===== src/rtl/reg_wb_arbiter.sv =====
// Writeback arbiter: queues ALU (src 0) and load (src 1) results and grants one per cycle onto the register-file write port.
// Optional WB_ARB_RR_EN selects round-robin arbitration instead of fixed priority (source 1 first).
module reg_wb_arbiter #(
  parameter int QDEPTH = 2,
  parameter int DW     = 32,
  parameter int AW     = 5
) (
  input  logic          clk,
  input  logic          rst_n,
  input  logic          WBA_s0_valid,
  input  logic [AW-1:0] WBA_s0_addr,
  input  logic [DW-1:0] WBA_s0_data,
  output logic          WBA_s0_ready,
  input  logic          WBA_s1_valid,
  input  logic [AW-1:0] WBA_s1_addr,
  input  logic [DW-1:0] WBA_s1_data,
  output logic          WBA_s1_ready,
  output logic          REG_write_1,
  output logic [AW-1:0] REG_address_wr,
  output logic [DW-1:0] REG_data_wb_in1,
  input  logic [AW-1:0] REG_address1,
  input  logic [AW-1:0] REG_address2,
  output logic          WBA_pend_hit1,
  output logic          WBA_pend_hit2,
  output logic          WBA_busy
);

  localparam int PW = $clog2(QDEPTH);
  localparam int CW = PW + 1;

  logic [1:0]           src_valid;
  logic [1:0][AW-1:0]   src_addr;
  logic [1:0][DW-1:0]   src_data;
  logic [1:0]           src_ready;
  logic [1:0]           src_nonempty;
  logic [1:0]           src_pop;
  logic [1:0][AW-1:0]   head_addr;
  logic [1:0][DW-1:0]   head_data;
  logic [1:0]           q_hit1;
  logic [1:0]           q_hit2;

  logic                 grant_any;
  logic                 grant_src;
  logic [AW-1:0]        grant_addr;
  logic [DW-1:0]        grant_data;

  logic                 wr_en_reg;
  logic [AW-1:0]        wr_addr_reg;
  logic [DW-1:0]        wr_data_reg;

  assign src_valid = {WBA_s1_valid, WBA_s0_valid};
  assign src_addr  = {WBA_s1_addr, WBA_s0_addr};
  assign src_data  = {WBA_s1_data, WBA_s0_data};

  genvar gi;
  generate
    for (gi = 0; gi < 2; gi++) begin : g_queue
      logic [AW-1:0] q_addr [QDEPTH];
      logic [DW-1:0] q_data [QDEPTH];
      logic [PW-1:0] wr_ptr_reg;
      logic [PW-1:0] rd_ptr_reg;
      logic [CW-1:0] count_reg;
      logic [QDEPTH-1:0] ent_valid;
      logic [QDEPTH-1:0] ent_match1;
      logic [QDEPTH-1:0] ent_match2;
      logic push;

      // Ready is derived from the registered count only, so a full queue stays closed even while popping.
      assign src_ready[gi]    = (count_reg < CW'(QDEPTH));
      assign src_nonempty[gi] = (count_reg != '0);
      assign push             = src_valid[gi] && src_ready[gi];
      assign head_addr[gi]    = q_addr[rd_ptr_reg];
      assign head_data[gi]    = q_data[rd_ptr_reg];

      always_ff @(posedge clk or negedge rst_n) begin
        if (!rst_n) begin
          wr_ptr_reg <= '0;
          rd_ptr_reg <= '0;
          count_reg  <= '0;
        end else begin
          if (push)
            wr_ptr_reg <= wr_ptr_reg + PW'(1);
          if (src_pop[gi])
            rd_ptr_reg <= rd_ptr_reg + PW'(1);
          case ({push, src_pop[gi]})
            2'b10:   count_reg <= count_reg + CW'(1);
            2'b01:   count_reg <= count_reg - CW'(1);
            default: count_reg <= count_reg;
          endcase
        end
      end

      always_ff @(posedge clk) begin
        if (push) begin
          q_addr[wr_ptr_reg] <= src_addr[gi];
          q_data[wr_ptr_reg] <= src_data[gi];
        end
      end

      // An entry is live when its distance from the read pointer is below the count.
      genvar gj;
      for (gj = 0; gj < QDEPTH; gj++) begin : g_ent
        logic [PW-1:0] off;
        assign off            = PW'(gj) - rd_ptr_reg;
        assign ent_valid[gj]  = ({1'b0, off} < count_reg);
        assign ent_match1[gj] = (q_addr[gj] == REG_address1);
        assign ent_match2[gj] = (q_addr[gj] == REG_address2);
      end

      assign q_hit1[gi] = |(ent_valid & ent_match1);
      assign q_hit2[gi] = |(ent_valid & ent_match2);
    end
  endgenerate

`ifdef WB_ARB_RR_EN
  logic last_grant_reg;

  always_comb begin
    grant_any = |src_nonempty;
    if (&src_nonempty)
      grant_src = ~last_grant_reg;
    else
      grant_src = src_nonempty[1];
  end

  // Only contested grants move the flag, so an idle source does not lose its turn.
  always_ff @(posedge clk or negedge rst_n) begin
    if (!rst_n)
      last_grant_reg <= 1'b1;
    else if (&src_nonempty)
      last_grant_reg <= grant_src;
  end
`else
  always_comb begin
    grant_any = |src_nonempty;
    grant_src = src_nonempty[1];
  end
`endif

  assign src_pop[0] = grant_any && !grant_src;
  assign src_pop[1] = grant_any && grant_src;
  assign grant_addr = head_addr[grant_src];
  assign grant_data = head_data[grant_src];

  // Grants to register 0 are consumed without a write; address/data hold their previous values.
  always_ff @(posedge clk or negedge rst_n) begin
    if (!rst_n) begin
      wr_en_reg   <= 1'b0;
      wr_addr_reg <= '0;
      wr_data_reg <= '0;
    end else if (grant_any && (grant_addr != '0)) begin
      wr_en_reg   <= 1'b1;
      wr_addr_reg <= grant_addr;
      wr_data_reg <= grant_data;
    end else begin
      wr_en_reg   <= 1'b0;
    end
  end

  assign REG_write_1     = wr_en_reg;
  assign REG_address_wr  = wr_addr_reg;
  assign REG_data_wb_in1 = wr_data_reg;
  assign WBA_s0_ready    = src_ready[0];
  assign WBA_s1_ready    = src_ready[1];
  assign WBA_busy        = (|src_nonempty) || wr_en_reg;

  assign WBA_pend_hit1 = (REG_address1 != '0) &&
                         ((|q_hit1) || (wr_en_reg && (wr_addr_reg == REG_address1)));
  assign WBA_pend_hit2 = (REG_address2 != '0) &&
                         ((|q_hit2) || (wr_en_reg && (wr_addr_reg == REG_address2)));

endmodule


===== config.mk =====
export PLATFORM = sky130hd
export DESIGN_NAME = reg_wb_arbiter
export DESIGN_NICKNAME = d
export VERILOG_FILES = /design/src/rtl/reg_wb_arbiter.sv
export SDC_FILE = /design/constraint.sdc
export NUM_CORES = 1
export LEC_CHECK = 0
export CORE_MARGIN = 1.5
export CORE_UTILIZATION = 30
export CTS_CLUSTER_DIAMETER = 40
export DETAILED_ROUTE_END_ITERATION = 12
export HOLD_SLACK_MARGIN = 0.08
export PLACE_DENSITY_LB_ADDON = 0.05
export SLEW_MARGIN = 20
export SYNTH_ARGS = -nofsm -noshare
export SYNTH_HDL_FRONTEND = slang
export SYNTH_SLANG_ARGS = --single-unit

===== constraint.sdc =====
create_clock -name clk -period 4 [get_ports clk]
set_input_delay 1.2 -clock clk [delete_from_list [all_inputs] [get_ports clk]]
set_output_delay 1.2 -clock clk [all_outputs]
set_load 0.02 [all_outputs]

==> impl_metrics.yaml, run 1 <==
final_layout:
  area_growth_pct: 28.9
  largest_reg_flops: 128
  drive_gt1_share_pct: 15.6
  design_area_sq_um: 10600
  nets: 764
  nFillCells: 2522
  regMostFlops: "g_queue.q_data"
  n_antenna_cell: 0
route:
  wl_per_cell_um: 19.8
  wl_met2_mm: 10.3
  routed.top_layer: "met4"
  wl_met3_um: 634
  ant_nets: 0
  post-route-drc-count: 0
  initialDrtViolationCount: 227
  m1WireLength_mm: 9.27
  routed_wl_mm: 20.3
  vias: 4832
  drt_first_pass_iters: 5
  vias_per_cell: 4.70
place:
  dpl.hpwl_mm: 12.9
  port_buffers: 130
  place.gp.congestion: 0.816
  dpl_cell_area_sq_um: 10000
floorplan:
  num_rows: 60
  die_w_um: 169
  start_util_pct: 30.6
  die_height_um: 169
  dieArea_sq_um: 28500
  io_pins: 131
  coreArea_sq_um: 27000
logic_synthesis:
  yosysWarnings: 0
  synth_top_cell_area_share_pct: 53.9
  synth-seq-area-share_pct: 67.8
  syn-num-nets: 628
  synth_edf_count: 148
  yosys.cell_count.top_type: "edfxtp_1"
  ys_async_sr_fraction_pct: 23.7
  netlist_area_sq_um: 8250
  ys_types: 35
  ys.flop_type: "edfxtp_1"
  yosys-top-cells-count: "148 x edfxtp_1, 46 x dfrtp_1, 42 x a21oi_1"
  ys_ff_latch: 194
  syn_avg_cell_area_sq_um: 15.3
  netlist_top_cells_area: "edfxtp_1 54%, dfrtp_1 14%, mux2_4 4.9%, mux2i_1 4.5%, xor2_1 3.6%"
  yosysTopAreaCell: "edfxtp_1"
  syn_inst: 538
job:
  drv_cap: 0
timing:
  maxSlewHeadroom_pct: 39.1
  rsz0062_at_grt: "false"
  post-route-min-period_ns: 3.88
  fmax_mhz: 257
  worst_pin_slew_ns: 0.914
  slew_violations: 0
  hold_viol_final: 0
  fin_worst_skew_ns: 0.0199
  setup_violations: 0
  min_period_over_period_pct: 97.1
setup_path:
  worstSetupPathType: "in -> out"
  required_ns: 2.80
  cp-startpoint: "REG_address2[4]"
  crit_path_start_kind: "primary input"
  arrival_ns: 2.68
  path_max_fanout: 4
  end_kind: "output pin"
  rr_startpoint: "g_queue[0].rd_ptr_reg"
clock_network:
  tritoncts: "yes"
  clock_latency_ns: 0.44
  clk_pin_slew_ns: 0.07
  cts_sinks: 194
  h-tree-depth: 4
  postCtsSetupRepairBufs: 0
  cts_root_buffer: "clkbuf_16"
  clock_path_buffers: 2
  tritoncts.num_buffers: 17
grt:
  grt_max_degree: 75
  grt_pass1_vias: 5165
  antenna_found_initial: 0
  grt_util_all_layers_pct: 14.8
  grt_pass1_wl_mm: 31.0
  grt.overflow.total: 0
power_and_ir_drop:
  p_comb_share_pct: 38.9
  power_per_cell_area_nw_per_um2: 738
  seq_power_share_pct: 39.1
  leakage_nw: 3.86
  ir_worst_vdd_v: 0.000334
  p_int_w: 0.00507
  total_power_w: 0.00785
  power.share.clock_pct: 22.0
  switchingPower_w: 0.00278
  swShare_pct: 35.5
run_status:
  status: "finished clean"
min_path:
  hold_start: "REG_data_wb_in1[2]"
  holdCritPathClass: "reg -> reg"
layout by cell type (no fill, tap or decap), types with 3 or more instances in the layout:
cell,Yosys,routed
mux2_2,10,10
nand2_1,3,3
a21oi_1,42,42
inv_6,1,3
a211oi_1,35,35
or4_1,5,5
inv_1,6,6
nor3_1,9,5
dfrtp_1,46,44
buf_12,0,3
inv_8,0,5
clkbuf_16,0,17
dlygate4sd2_1,0,8
edfxtp_1,148,148
clkinv_8,0,4
xnor2_1,26,26
mux2i_1,37,37
buf_4,1,20
xor2_1,34,34
mux2_4,27,27
nor4_1,6,6
nor2_1,13,11
nor3_2,1,5
clkdlybuf4s50_1,0,119
nor2b_1,34,34
nand4_1,3,3
final cells by class:
class                   instances  area [sq um]  share of cell area [%]
clock buffers                  17           425                    4.00
clock inverters                15           176                    1.66
inverters                       7          31.3                   0.294
multi-input cells             303          2500                    23.5
flip-flops and latches        194          5600                    52.6
well taps                     341           427                    4.01
repair buffers                151          1480                    13.9
path summary, 6_finish.rpt:
check / endpoint / slack (ns) / cells past startpoint
max: WBA_pend_hit2 / 0.12 / 7
min: REG_data_wb_in1[2] / 0.51 / 1
max reg2reg: REG_data_wb_in1[22] / 1.28 / 7
min reg2reg: REG_data_wb_in1[2] / 0.51 / 1
max in group asynchronous: REG_data_wb_in1[18] / 2.30 / 2
min in group asynchronous: REG_data_wb_in1[29] / 0.89 / 1
logic make-up (layout without fill, tap and decap cells):
kind of cell	count (synthesis)	in the layout	share of synthesized area [%]
compound gates	87	87	6.59
flops	194	194	67.8
fa+ha+maj	2	2	0.303
mux	75	75	10.9
buf+inv	41	190	2.35
simple gates	79	79	5.66
xor+xnor	60	60	6.37
stage by stage:
| step | util [%] | hold WS (ns) | TNS (ns) | cells | setup slack, ns |
|---|---|---|---|---|---|
| finish | 39.5 | 0.513 | 0 | 1028 | 0.115 |
| global route | 39.5 | 0.529 | 0 | 1028 | 0.00828 |
| CTS | 39.4 | 0.517 | 0 | 1028 | 0.0335 |
| detailed placement | 37.2 | 0.493 | -1.16 | 996 | -0.643 |
| global placement | 37.2 | 0.497 | -1.19 | 996 | -0.665 |
| floorplan | - | 0.461 | 0 | 538 | 0.166 |
routing by layer:
layer  track usage (%)  up-vias
li1                  -     2271
met4              3.65        0
met5                 0        -
met2              25.2       98
met3              3.27       11
met1              19.2     2452
power by group through the flow:
stage / clock network (W) / registers (W) / logic, W
2_1_floorplan: 0 / 0.00326 / 0.00183
3_3_place_gp: 0 / 0.00311 / 0.00311
3_5_place_dp: 0 / 0.00312 / 0.00312
4_1_cts: 0.00178 / 0.00308 / 0.00313
5_1_grt: 0.00187 / 0.00313 / 0.00334
6_report: 0.00173 / 0.00307 / 0.00306
critical path: stages:
cell and delay (ns):
dlygate4sd2_1 0.30, xor2_1 0.16, or4_1 0.54, nor3_2 0.12
a211oi_1 0.06, a21oi_1 0.15, buf_4 0.16
timing repair:
item / 4_1_cts / 5_1_grt
pin swaps: 5 / 4
resized for setup: 21 / 1
setup endpoints to repair: 2 / 2
hold buffers: 0 / 0
No activity file was read; power rests on OpenSTA's default activity.
==> run 2, diff against run 1 <==
--- a/config.mk
+++ b/config.mk
@@ -7,6 +7,7 @@
 export LEC_CHECK = 0
 export CORE_MARGIN = 1.5
 export CORE_UTILIZATION = 30
+export CTS_BUF_LIST = sky130_fd_sc_hd__clkbuf_4 sky130_fd_sc_hd__clkbuf_8 sky130_fd_sc_hd__clkbuf_16
 export CTS_CLUSTER_DIAMETER = 40
 export DETAILED_ROUTE_END_ITERATION = 12
 export HOLD_SLACK_MARGIN = 0.08
==> results of run 2 <==
Same layout as run 1: the final DEF is identical, and so are final timing and power.
